--- config.mk ---
export PLATFORM = sky130hd
export DESIGN_NAME = ddr2_read_ring_buffer
export DESIGN_NICKNAME = d
export VERILOG_FILES = /design/src/rtl/ddr2_rbuf_pkg.sv /design/src/rtl/ddr2_rbuf_mem.sv /design/src/rtl/ddr2_read_ring_buffer.sv
export SDC_FILE = /design/constraint.sdc
export NUM_CORES = 1
export LEC_CHECK = 0
export CAP_MARGIN = 20
export CORE_MARGIN = 4
export CORE_UTILIZATION = 55
export CTS_CLUSTER_DIAMETER = 40
export DETAILED_ROUTE_END_ITERATION = 6
export GPL_TIMING_DRIVEN = 1
export PLACE_DENSITY_LB_ADDON = 0.08
export SETUP_SLACK_MARGIN = 0.02
export SYNTH_ARGS = -nofsm -noshare
export SYNTH_HDL_FRONTEND = slang
export SYNTH_SLANG_ARGS = --single-unit
--- constraint.sdc ---
create_clock -name clk -period 5.7 [get_ports clk]
set_input_delay 1.14 -clock clk [delete_from_list [all_inputs] [get_ports clk]]
set_output_delay 1.14 -clock clk [all_outputs]
set_load 0.005 [all_outputs]
--- src/rtl/ddr2_rbuf_pkg.sv ---
// Shared types and sizing helpers for the DDR2 read-data ring buffer.
package ddr2_rbuf_pkg;

  typedef enum logic [1:0] {
    ST_IDLE  = 2'd0,
    ST_ARMED = 2'd1,
    ST_CAPT  = 2'd2,
    ST_DROP  = 2'd3
  } rbuf_state_t;

  localparam int DEF_DW      = 16;
  localparam int DEF_BL      = 8;
  localparam int DEF_NBURST  = 4;
  localparam int DEF_TIMEOUT = 15;

  // Bit n set means burst length n is supported (4 and 8).
  localparam logic [31:0] BL_LEGAL_MASK = 32'h0000_0110;

  function automatic bit bl_legal(input int bl);
    if ((bl > 0) && (bl < 32)) return BL_LEGAL_MASK[bl[4:0]];
    else return 1'b0;
  endfunction

  function automatic int ring_words(input int nburst, input int bl);
    return nburst * bl;
  endfunction

  function automatic int word_ptr_w(input int nburst, input int bl);
    return $clog2(nburst * bl);
  endfunction

  function automatic int count_w(input int nburst, input int bl);
    return $clog2(nburst * bl) + 1;
  endfunction

endpackage

--- src/rtl/ddr2_rbuf_mem.sv ---
// Ring storage for the DDR2 read buffer: 1-write/1-read register array, combinational read.
module ddr2_rbuf_mem
  import ddr2_rbuf_pkg::*;
#(
  parameter int W     = 2 * DEF_DW,
  parameter int DEPTH = DEF_NBURST * DEF_BL / 2
) (
  input  logic                     clk,
  input  logic                     we,
  input  logic [$clog2(DEPTH)-1:0] waddr,
  input  logic [W-1:0]             wdata,
  input  logic [$clog2(DEPTH)-1:0] raddr,
  output logic [W-1:0]             rdata
);

  logic [W-1:0] mem_r [DEPTH];

  // Data array write port, deliberately without reset
  always_ff @(posedge clk) begin
    if (we) mem_r[waddr] <= wdata;
  end

  assign rdata = mem_r[raddr];

endmodule

--- src/rtl/ddr2_read_ring_buffer.sv ---
// DDR2 read-data ring buffer: listen-armed burst capture, whole-burst commit, word-wise pop.
// Optional statistics counters are enabled by defining DDR2_RBUF_STATS_EN.
module ddr2_read_ring_buffer
  import ddr2_rbuf_pkg::*;
#(
  parameter int DW      = DEF_DW,
  parameter int BL      = DEF_BL,
  parameter int NBURST  = DEF_NBURST,
  parameter int TIMEOUT = DEF_TIMEOUT
) (
  input  logic          clk,
  input  logic          reset_n,
  input  logic          listen,
  input  logic          beat_valid,
  input  logic [DW-1:0] din_rise,
  input  logic [DW-1:0] din_fall,
  input  logic          rd_en,
  output logic [DW-1:0] dout,
  output logic          dout_valid,
  output logic          empty,
  output logic          full,
  output logic          burst_done,
  output logic          overflow,
  output logic          timeout_err,
  input  logic          clear_err,
  output logic [15:0]   stat_bursts,
  output logic [15:0]   stat_drops
);

  // An unsupported burst length falls back to the default rather than corrupting sizing.
  localparam int BL_EFF = bl_legal(BL) ? BL : DEF_BL;
  localparam int HALF   = BL_EFF / 2;
  localparam int RING   = ring_words(NBURST, BL_EFF);
  localparam int DEPTH  = RING / 2;
  localparam int RW     = word_ptr_w(NBURST, BL_EFF);
  localparam int PW     = RW - 1;
  localparam int CW     = count_w(NBURST, BL_EFF);
  localparam int TW     = $clog2(TIMEOUT + 1);
  localparam int BW     = $clog2(HALF);

  rbuf_state_t   state_r, state_nxt_s;
  logic [TW-1:0] timer_r, timer_nxt_s;
  logic [BW-1:0] beat_r, beat_nxt_s;
  logic [PW-1:0] wr_shadow_r, wr_commit_r;
  logic [RW-1:0] rd_ptr_r;
  logic [CW-1:0] count_r, free_s;
  logic [DW-1:0] dout_r, rd_word_s;
  logic [2*DW-1:0] mem_rdata_s;
  logic dout_valid_r, burst_done_r, overflow_r, timeout_err_r;
  logic wr_en_s, commit_s, abort_s, ovf_set_s, pop_s, space_s, expired_s, last_beat_s;

  assign free_s      = CW'(RING) - count_r;
  assign space_s     = (free_s >= CW'(BL_EFF));
  assign pop_s       = rd_en && (count_r != CW'(0));
  assign expired_s   = (timer_r == TW'(TIMEOUT - 1));
  assign last_beat_s = (beat_r == BW'(HALF - 1));
  assign rd_word_s   = rd_ptr_r[0] ? mem_rdata_s[2*DW-1:DW] : mem_rdata_s[DW-1:0];

  ddr2_rbuf_mem #(.W(2 * DW), .DEPTH(DEPTH)) u_mem (
    .clk   (clk),
    .we    (wr_en_s),
    .waddr (wr_shadow_r),
    .wdata ({din_fall, din_rise}),
    .raddr (rd_ptr_r[RW-1:1]),
    .rdata (mem_rdata_s)
  );

  // Burst capture FSM: next state, timer, beat count and write/commit strobes
  always_comb begin
    state_nxt_s = state_r;
    timer_nxt_s = timer_r;
    beat_nxt_s  = beat_r;
    wr_en_s     = 1'b0;
    commit_s    = 1'b0;
    abort_s     = 1'b0;
    ovf_set_s   = listen && (state_r != ST_IDLE);
    case (state_r)
      ST_IDLE: begin
        timer_nxt_s = TW'(0);
        beat_nxt_s  = BW'(0);
        if (listen && space_s) begin
          state_nxt_s = ST_ARMED;
        end else if (listen) begin
          state_nxt_s = ST_DROP;
          ovf_set_s   = 1'b1;
        end else begin
          state_nxt_s = ST_IDLE;
        end
      end
      ST_ARMED: begin
        if (beat_valid) begin
          wr_en_s     = 1'b1;
          beat_nxt_s  = BW'(1);
          timer_nxt_s = TW'(0);
          state_nxt_s = ST_CAPT;
        end else if (expired_s) begin
          abort_s     = 1'b1;
          state_nxt_s = ST_IDLE;
        end else begin
          timer_nxt_s = timer_r + TW'(1);
        end
      end
      ST_CAPT: begin
        if (beat_valid) begin
          wr_en_s     = 1'b1;
          timer_nxt_s = TW'(0);
          if (last_beat_s) begin
            commit_s    = 1'b1;
            beat_nxt_s  = BW'(0);
            state_nxt_s = ST_IDLE;
          end else begin
            beat_nxt_s = beat_r + BW'(1);
          end
        end else if (expired_s) begin
          abort_s     = 1'b1;
          state_nxt_s = ST_IDLE;
        end else begin
          timer_nxt_s = timer_r + TW'(1);
        end
      end
      ST_DROP: begin
        if (beat_valid) begin
          timer_nxt_s = TW'(0);
          if (last_beat_s) begin
            state_nxt_s = ST_IDLE;
          end else begin
            beat_nxt_s = beat_r + BW'(1);
          end
        end else if (expired_s) begin
          state_nxt_s = ST_IDLE;
        end else begin
          timer_nxt_s = timer_r + TW'(1);
        end
      end
      default: begin
        state_nxt_s = ST_IDLE;
      end
    endcase
  end

  // FSM state, ring pointers and committed-word count
  always_ff @(posedge clk or negedge reset_n) begin
    if (!reset_n) begin
      state_r     <= ST_IDLE;
      timer_r     <= TW'(0);
      beat_r      <= BW'(0);
      wr_shadow_r <= PW'(0);
      wr_commit_r <= PW'(0);
      rd_ptr_r    <= RW'(0);
      count_r     <= CW'(0);
    end else begin
      state_r <= state_nxt_s;
      timer_r <= timer_nxt_s;
      beat_r  <= beat_nxt_s;
      // An aborted burst rewinds so its partial beats are simply overwritten later.
      if (abort_s) wr_shadow_r <= wr_commit_r;
      else if (wr_en_s) wr_shadow_r <= wr_shadow_r + PW'(1);
      if (commit_s) wr_commit_r <= wr_shadow_r + PW'(1);
      if (pop_s) rd_ptr_r <= rd_ptr_r + RW'(1);
      count_r <= count_r + (commit_s ? CW'(BL_EFF) : CW'(0)) - (pop_s ? CW'(1) : CW'(0));
    end
  end

  // Registered read port, commit pulse and sticky error flags
  always_ff @(posedge clk or negedge reset_n) begin
    if (!reset_n) begin
      dout_r        <= DW'(0);
      dout_valid_r  <= 1'b0;
      burst_done_r  <= 1'b0;
      overflow_r    <= 1'b0;
      timeout_err_r <= 1'b0;
    end else begin
      dout_valid_r <= pop_s;
      if (pop_s) dout_r <= rd_word_s;
      burst_done_r <= commit_s;
      if (clear_err) overflow_r <= 1'b0;
      else if (ovf_set_s) overflow_r <= 1'b1;
      if (clear_err) timeout_err_r <= 1'b0;
      else if (abort_s) timeout_err_r <= 1'b1;
    end
  end

  assign dout        = dout_r;
  assign dout_valid  = dout_valid_r;
  assign burst_done  = burst_done_r;
  assign overflow    = overflow_r;
  assign timeout_err = timeout_err_r;
  assign empty       = (count_r == CW'(0));
  assign full        = !space_s;

`ifdef DDR2_RBUF_STATS_EN
  logic [15:0] stat_bursts_r, stat_drops_r;
  logic        drop_evt_s;

  assign drop_evt_s = abort_s || ((state_r == ST_IDLE) && (state_nxt_s == ST_DROP));

  // Saturating commit and drop counters
  always_ff @(posedge clk or negedge reset_n) begin
    if (!reset_n) begin
      stat_bursts_r <= 16'h0000;
      stat_drops_r  <= 16'h0000;
    end else begin
      if (commit_s && (stat_bursts_r != 16'hFFFF)) stat_bursts_r <= stat_bursts_r + 16'h0001;
      if (drop_evt_s && (stat_drops_r != 16'hFFFF)) stat_drops_r <= stat_drops_r + 16'h0001;
    end
  end

  assign stat_bursts = stat_bursts_r;
  assign stat_drops  = stat_drops_r;
`else
  assign stat_bursts = 16'h0000;
  assign stat_drops  = 16'h0000;
`endif

endmodule

# Yosys cells after proc, flatten, opt, wreduce, memory -nomap -nowiden
# Memories as Yosys holds them, arrays and structs flattened.
# Index checks and enable logic that the tools add are counted.
# word_totals
regBits	47
ramBits	512
in_bits	38
out_inout_bits	54
elab_cells	85
n_memories	1
# op_classes
add_sub_neg	7
magnitude_cmp	1
n_eq_ne	11
n_mux	38
reduce_logical	15
# mem_list
name	words	word_bits	rd	rd_ports_with_merged_regs	write_ports	line	text
u_mem.mem_r	16	32	1	0	1	ddr2_rbuf_mem.sv:16	logic [W-1:0] mem_r [DEPTH];
# ops
op	n
2-bit two-way mux	11
4-bit two-way mux	5
1-bit two-way mux	18
16-bit two-way mux	1
4-bit by 1-bit adder with 4-bit output, second input constant	2
2-bit != test, second input constant	4
2-bit case mux with 4 select lines	1
4-bit case mux with 2 select lines	1
2-bit nonzero test	4
6-bit by 4-bit adder with 6-bit output	1
2-bit == test, second input constant	3
6-bit by 4-bit >= comparator with 1-bit output, second input constant	1
6-bit logical NOT	1
2-bit case mux with 3 select lines	1
6-bit nonzero test	1
6-bit by 1-bit subtractor with 6-bit output	1
6-bit subtractor, first input constant	1
5-bit by 1-bit adder with 5-bit output, second input constant	1
4-bit == test, second input constant	1
4-bit AND reduction	1
2-bit OR reduction	2
1-bit logical AND	3
3-bit by 2-bit != test with 1-bit output, second input constant	1
3-bit != test, second input constant	1
5 further kinds	5

# Depth between registers and ports, before layout
# Gate-level depths: netlist of the first run.
# logic_depth
depth_word	7
ltp_mapped	14
mapped_depth_nobuf	14

# Cells and area by module
# Synthesis of the first run repeated with hierarchy kept, for this count alone.
# hier_totals
hier_cells	1080
area_unflattened_um2	21914.8
# by_module_without_submodules
module	instances	cells_each	area_each_um2	seq_area_each_um2
ddr2_rbuf_mem	1	806	19194.7	15374.7
ddr2_read_ring_buffer	1	274	2720.1	1176.1

# Worst setup path before layout of the first run
# OpenSTA, ideal clock, no wires.
# synth_timing
path_kind	input to register
start	input beat_valid
end	memory u_mem.mem_r[3][0] in the netlist's numbering, enable pin
setup_time_ps	502
t_arrival_ps	4571
required_ps	5198
setup_slack_ps	628
stages	3
path_buffers	1
cell_sequence	clkbuf_1 -> nand2_1 -> nor4_1
# synth_between
elab_chain_len	4
# synth_rtl
element	line	text
start, declared	ddr2_read_ring_buffer.sv:14	input logic beat_valid,
1-bit two-way mux	ddr2_read_ring_buffer.sv:91, ddr2_read_ring_buffer.sv:104	
1-bit two-way mux	-	
1-bit two-way mux	ddr2_rbuf_mem.sv:20	if (we) mem_r[waddr] <= wdata;
1-bit two-way mux (not written as such)	ddr2_rbuf_mem.sv:20	
end, declared	ddr2_rbuf_mem.sv:16	
# Every way passes these cells.

# Worst setup path in the final report of the first run
# layout_timing
start	register count_r[1]
end	output full
# layout_between
elab_chain_len	3
# layout_rtl
element	line	text
start, declared	ddr2_read_ring_buffer.sv:46	logic [CW-1:0] count_r, free_s;
start signal, assigned	ddr2_read_ring_buffer.sv:160	count_r <= count_r + (commit_s ? CW'(BL_EFF) : CW'(0)) - (pop_s ? CW'(1) : CW'(0));
6-bit subtractor	ddr2_read_ring_buffer.sv:52	assign free_s = CW'(RING) - count_r;
6-bit by 4-bit >= comparator with 1-bit output	ddr2_read_ring_buffer.sv:53	assign space_s = (free_s >= CW'(BL_EFF));
1-bit logical NOT	ddr2_read_ring_buffer.sv:189	assign full = !space_s;
end, declared	ddr2_read_ring_buffer.sv:21	output logic full,
# Every way passes these cells.

==> results of run 1 <==
## through the flow
stage          hold slack, ns  power [mW]  worst slack, ns
2_1_floorplan          0.4524       7.520           0.6277
3_3_place_gp           0.4719       8.495            1.831
3_5_place_dp           0.4744       8.545            1.733
4_1_cts                0.4849       12.98            2.075
5_1_grt                0.5063       13.44            1.974
6_report               0.4853       12.87            2.131
## power by group through the flow
stage / combinational, mW / clock, mW / sequential (mW)
CTS: 3.40 / 4.51 / 5.07
floorplan: 2.53 / 0 / 4.99
global placement: 3.35 / 0 / 5.14
global route: 3.62 / 4.71 / 5.11
detailed placement: 3.39 / 0 / 5.16
finish: 3.36 / 4.44 / 5.07
## critical path: stages, from the launching register on
cell and delay [ns]:
dfrtp_1 0.40, inv_1 0.13, ha_1 0.17, nand2b_1 0.07, o31ai_1 0.49, clkdlybuf4s50_1 0.60
## kinds of logic (layout without fill, tap and decap cells)
group	after synthesis	after routing
other	1	32
AO/OA/AOI/OAI	211	211
AND/OR/NAND/NOR	106	106
buffers and inverters	131	231
multiplexers	250	250
flip-flops	559	559
adder cells (fa/ha/maj)	21	21
XOR/XNOR	11	11
## final cells by class
| type | instances | area, sq um |
|---|---|---|
| clock inverters | 46 | 481.7 |
| multi-input cells | 631 | 5381 |
| well taps | 525 | 656.9 |
| inverters | 27 | 101.3 |
| clock buffers | 83 | 1896 |
| flip-flops and latches | 559 | 16550 |
| repair buffers | 75 | 738.2 |
| fillers | 2835 | 14290 |
## sequential cells by signal, indices dropped and copies added (netlist names)
| name | cells |
|---|---|
| timer_r | 4 |
| u_mem.mem_r | 512 |
| wr_commit_r | 4 |
| overflow | 1 |
| dout | 16 |
| count_r | 6 |
| beat_r | 2 |
| rd_ptr_r | 5 |
| timeout_err | 1 |
| state_r | 2 |
| dout_valid | 1 |
| wr_shadow_r | 4 |
| burst_done | 1 |
## worst paths after layout
| kind | slack [ns] | from | end |
|---|---|---|---|
| min reg2reg | 0.49 | wr_commit_r[2] | wr_commit_r[2] |
| max in group asynchronous | 4.39 | reset_n | rd_ptr_r[3] |
| max reg2reg | 2.40 | rd_ptr_r[3] | dout[4] |
| min in group asynchronous | 0.70 | reset_n | dout[4] |
| min | 0.49 | wr_commit_r[2] | wr_commit_r[2] |
| max | 2.13 | count_r[1] | full |
## routing by layer
metal / up-vias / share of wire, % / wire (um)
met3: 80 / 5.1 / 2479
met1: 5919 / 45 / 21580
li1: 5233 / - / -
met2: 327 / 48 / 23180
met5: - / 0 / 0
met4: 0 / 2.3 / 1113
## synth_stat cells (20+ instances only)
cell      instances  share of area, %
a22oi_1          54               1.8
a22o_1           29               1.1
nor2_1           22              0.37
ha_1             20               1.1
inv_1            26              0.43
buf_4            49               1.6
dfrtp_1          47               5.2
mux2i_1         227                10
edfxtp_1        512                68
clkbuf_1         28              0.47
a21oi_1          36              0.80
nand2_1          26              0.43
a221oi_1         24              0.93
==> results.py, run 1 <==
metrics = {
    "clocking": {
        "path_clk_slew_ns": 0.06,
        "root_buffer": "clkbuf_16",
        "cts_buffer_depth": 3,
        "post_cts_buffers": 0,
        "cts_sinks": 559,
        "cts.repair.resized": 0,
        "cts_inserted_buffers": 72,
        "hold_buffers": 0,
        "cts_tree": "built",
        "cts_max_level": 3,
        "clock_latency_ns": 0.58,
    },
    "timing": {
        "slew_headroom_pct": 27.51,
        "fmax_mhz": 280.2,
        "setup_viol": 0,
        "rsz0062_at_grt": "no",
        "post-route-period-util_pct": 62.62,
        "period_minus_slack_ns": 3.569,
        "tightest_slew_ns": 1.087,
        "slew_viol_final": 0,
        "fin_setup_tns_ns": 0,
        "hold_viol": 0,
        "clock_skew_ns": 0.02462,
    },
    "route": {
        "drt-initial-drc-count": 1022,
        "drt-total-wl_um": 48360,
        "dr.pass1.iters": 5,
        "vias": 11559,
        "drc": 0,
        "vias_per_cell": 5.940,
        "wire_per_inst_um": 24.85,
        "ant_nets": 0,
    },
    "finish": {
        "fin_cells": 1946,
        "fin_nets": 1425,
        "insertedDiodeCount": 0,
        "final_cell_mix": "edfxtp_1, mux2i_1, clkbuf_16",
        "layout-drive-gt1-share_pct": 13.44,
        "design_area_sq_um": 25810,
        "utilization_pct": 64.37,
        "area_growth_pct": 14.56,
        "final_common_cell": "edfxtp_1",
    },
    "grt": {
        "grt_pass1_vias": 11939,
        "met2_usage_pct": 35.34,
        "grt_max_degree": 63,
        "grt_pass1_wl_um": 73330,
        "grt-ovfl-total": 0,
        "grt_antenna_before_repair": 0,
        "grt_util_all_layers_pct": 21.85,
        "use_met1_pct": 31.37,
        "busiest_layer": "met2",
        "use_met3_pct": 3.751,
    },
    "die": {
        "pin_count": 92,
        "die_h_um": 210.4,
        "initial_utilization_pct": 56.19,
        "dieWidth_um": 210.4,
        "core_area_sq_um": 40100,
        "die-area_sq_um": 44260,
        "row_count": 73,
    },
    "yosys": {
        "synth_top_family_by_area": "multiplexers",
        "ys_seq_elements": 559,
        "synthXorXnorAreaFrac_pct": 0.4276,
        "synthCells": 1290,
        "syn_area_sq_um": 22530,
        "postSynth.asyncResetShare_pct": 8.408,
        "synth_mux_area_share_pct": 11.83,
        "synth.distinct_cells": 49,
        "yosys_warnings": 0,
        "synthAdderAreaFrac_pct": 1.200,
        "avgSynthCellArea_sq_um": 17.46,
        "synth_compound_area_share_pct": 7.314,
        "ys.flop_type": "edfxtp_1",
        "synth_seq_area_share_pct": 73.46,
        "yosys.area_share.simple_pct": 2.321,
        "synth_edf_count": 512,
    },
    "power": {
        "power_frac_seq_pct": 39.4,
        "p_comb_share_pct": 26.1,
        "vdd_ir_drop_max_mv": 0.3006,
        "p_sw_mw": 3.973,
        "powerDensity_nw_per_um2": 498.7,
        "clkPwrFrac_pct": 34.5,
        "internal_power_mw": 8.899,
        "swShare_pct": 30.87,
        "power_leakage_nw": 9.118,
    },
    "placement": {
        "portBuffers": 59,
        "gp_congestion": 0.7746,
        "place_area_sq_um": 23430,
        "place_hpwl_um": 27340,
        "place_inst": 1817,
    },
    "job": {
        "cap_violations": 0,
    },
    "setup_path": {
        "worstSetupStartpointType": "flip-flop",
        "path_class": "reg -> out",
        "reg2reg_depth": 6,
        "crit_arrival_ns": 2.43,
        "cp.required_ns": 4.56,
        "worstSetupEndpointType": "primary output",
        "cp_max_fo": 3,
    },
    "worst_hold_path": {
        "worstHoldPathCells": 2,
        "min_path_type": "reg -> reg",
    },
    "status": {
        "status": "complete, no violations",
    },
}
Power figures use the tool's default switching activity.
==> inputs of run 2 (changes only) <==
==> constraint.sdc (replaced) <==
create_clock -name clk -period 3.5 [get_ports clk]
set_input_delay 0.7 -clock clk [delete_from_list [all_inputs] [get_ports clk]]
set_output_delay 0.7 -clock clk [all_outputs]
set_load 0.005 [all_outputs]
==> results.py, run 2 (synthesized netlist as in run 1, its figures left out) <==
metrics = {
    "timing": {
        "post-route-period-util_pct": 85.22,
        "hold_viol": 0,
        "tightest_slew_ns": 1.030,
        "rsz0062_at_grt": "no",
        "fmax_mhz": 335.2,
        "period_minus_slack_ns": 2.983,
        "setup_viol": 0,
        "fin_setup_tns_ns": 0,
        "slew_viol_final": 0,
        "slew_headroom_pct": 31.31,
        "clock_skew_ns": 0.01329,
    },
    "finish": {
        "layout-drive-gt1-share_pct": 15.23,
        "top_register": "u_mem.mem_r",
        "area_growth_pct": 16.17,
        "final_cell_mix": "edfxtp_1, mux2i_1, clkbuf_16",
        "largest_reg_flops": 512,
        "filler_cell_count": 2833,
        "fin_nets": 1472,
        "final_common_cell": "edfxtp_1",
    },
    "clocking": {
        "cts_max_level": 3,
        "clock_latency_ns": 0.56,
        "path_clk_slew_ns": 0.06,
        "post_cts_buffers": 0,
        "cts_tree": "built",
        "root_buffer": "clkbuf_16",
        "cts_buffer_depth": 3,
        "hold_buffers": 0,
        "cts_sinks": 559,
        "cts_inserted_buffers": 71,
        "cts.repair.resized": 0,
    },
    "route": {
        "drt-total-wl_um": 50540,
        "drc": 0,
        "ant_nets": 0,
        "wire_per_inst_um": 25.40,
        "vias_per_cell": 5.993,
        "dr.pass1.iters": 5,
        "drt-initial-drc-count": 864,
        "vias": 11927,
    },
    "grt": {
        "grt-ovfl-total": 0,
        "grt_pass1_wl_um": 75910,
        "grt_max_degree": 56,
        "grt_pass1_vias": 12164,
        "grt_antenna_before_repair": 1,
        "grt_util_all_layers_pct": 22.70,
    },
    "placement": {
        "portBuffers": 59,
        "gp_congestion": 0.7788,
        "place_hpwl_um": 29540,
    },
    "job": {
        "cap_violations": 0,
    },
    "power": {
        "finalPower_mw": 20.91,
        "power_leakage_nw": 9.318,
        "vdd_ir_drop_max_mv": 0.4351,
        "powerDensity_nw_per_um2": 798.8,
    },
    "setup_path": {
        "crit_arrival_ns": 2.28,
        "r2r_slack_ns": 0.54,
        "cp_max_fo": 3,
        "worstSetupEndpointType": "primary output",
        "cp_num_buf_inv": 2,
        "crit_slowest_cell": "clkdlybuf4s50_1",
        "worstSetupStartpointType": "flip-flop",
        "critPathMaxStageDelay_ns": 0.59,
        "path_class": "reg -> out",
        "cp_top_family": "buffers and inverters",
        "cp_cell_sequence": "inv_1, ha_1, nand2b_1, o31ai_1, clkdlybuf4s50_1",
        "cp.required_ns": 2.80,
    },
    "die": {
        "die_h_um": 210.4,
        "row_count": 73,
        "initial_utilization_pct": 56.19,
        "dieWidth_um": 210.4,
        "core_area_sq_um": 40100,
        "pin_count": 92,
        "die-area_sq_um": 44260,
    },
    "worst_hold_path": {
        "min_path_type": "in -> async",
    },
    "status": {
        "status": "complete, no violations",
    },
}
## run 2: routing by layer
layer | vias up | global-route usage [%] | routed length [um]
li1 | 5325 | - | -
met3 | 75 | 4.286 | 2987
met5 | - | 0 | 0
met4 | 0 | 5.902 | 1086
met1 | 6169 | 33.04 | 22610
met2 | 358 | 36.03 | 23850
## run 2: layout make-up
| class | count | area (sq um) | share of cell area [%] |
|---|---|---|---|
| flip-flops and latches | 559 | 16550 | 63.25 |
| well taps | 525 | 656.9 | 2.510 |
| multi-input cells | 631 | 5390 | 20.59 |
| clock buffers | 99 | 1994 | 7.620 |
| clock inverters | 25 | 219.0 | 0.8366 |
| repair buffers | 123 | 1254 | 4.790 |
| diodes | 1 | 2.502 | 0.009561 |
| inverters | 27 | 101.3 | 0.3872 |
## run 2: report_power, final
group / total [mW] / switching (mW) / internal [mW]
Clock: 6.82 / 2.63 / 4.19
Combinational: 5.78 / 3.27 / 2.51
Sequential: 8.31 / 0.484 / 7.82
Total: 20.9 / 6.38 / 14.5
## run 2: worst reg2reg max path: stages (launching register included)
cell and delay, ns:
dfrtp_1 0.79, buf_4 0.39, mux4_2 0.57, mux2_2 0.29
a2111oi_0 0.64, nor3_1 0.13
## run 2: path summary, 6_finish.rpt
check                                from              to  cells after the start
max                            count_r[1]            full                      5
max reg2reg                   rd_ptr_r[2]         dout[5]                      5
min                               reset_n         dout[6]                      1
min reg2reg                wr_commit_r[0]  wr_commit_r[0]                      2
min in group clk           wr_commit_r[0]  wr_commit_r[0]                      2
max in group asynchronous         reset_n     rd_ptr_r[3]                      2
## run 2: stage by stage
step                      utilization [%]  std cells  hold slack (ns)  instance area, sq um  setup WS, ns
final                               65.27       1990           0.1974                 26170        0.5171
after global routing                65.27       1990           0.2153                 26170        0.3325
after CTS                           65.27       1989           0.1789                 26170        0.4735
after detailed placement            59.75       1865           0.4787                 23960        0.5646
after global placement              59.75       1865           0.4683                 23960        0.5984
after floorplan                         -       1321           0.4044                 22650        0.2138
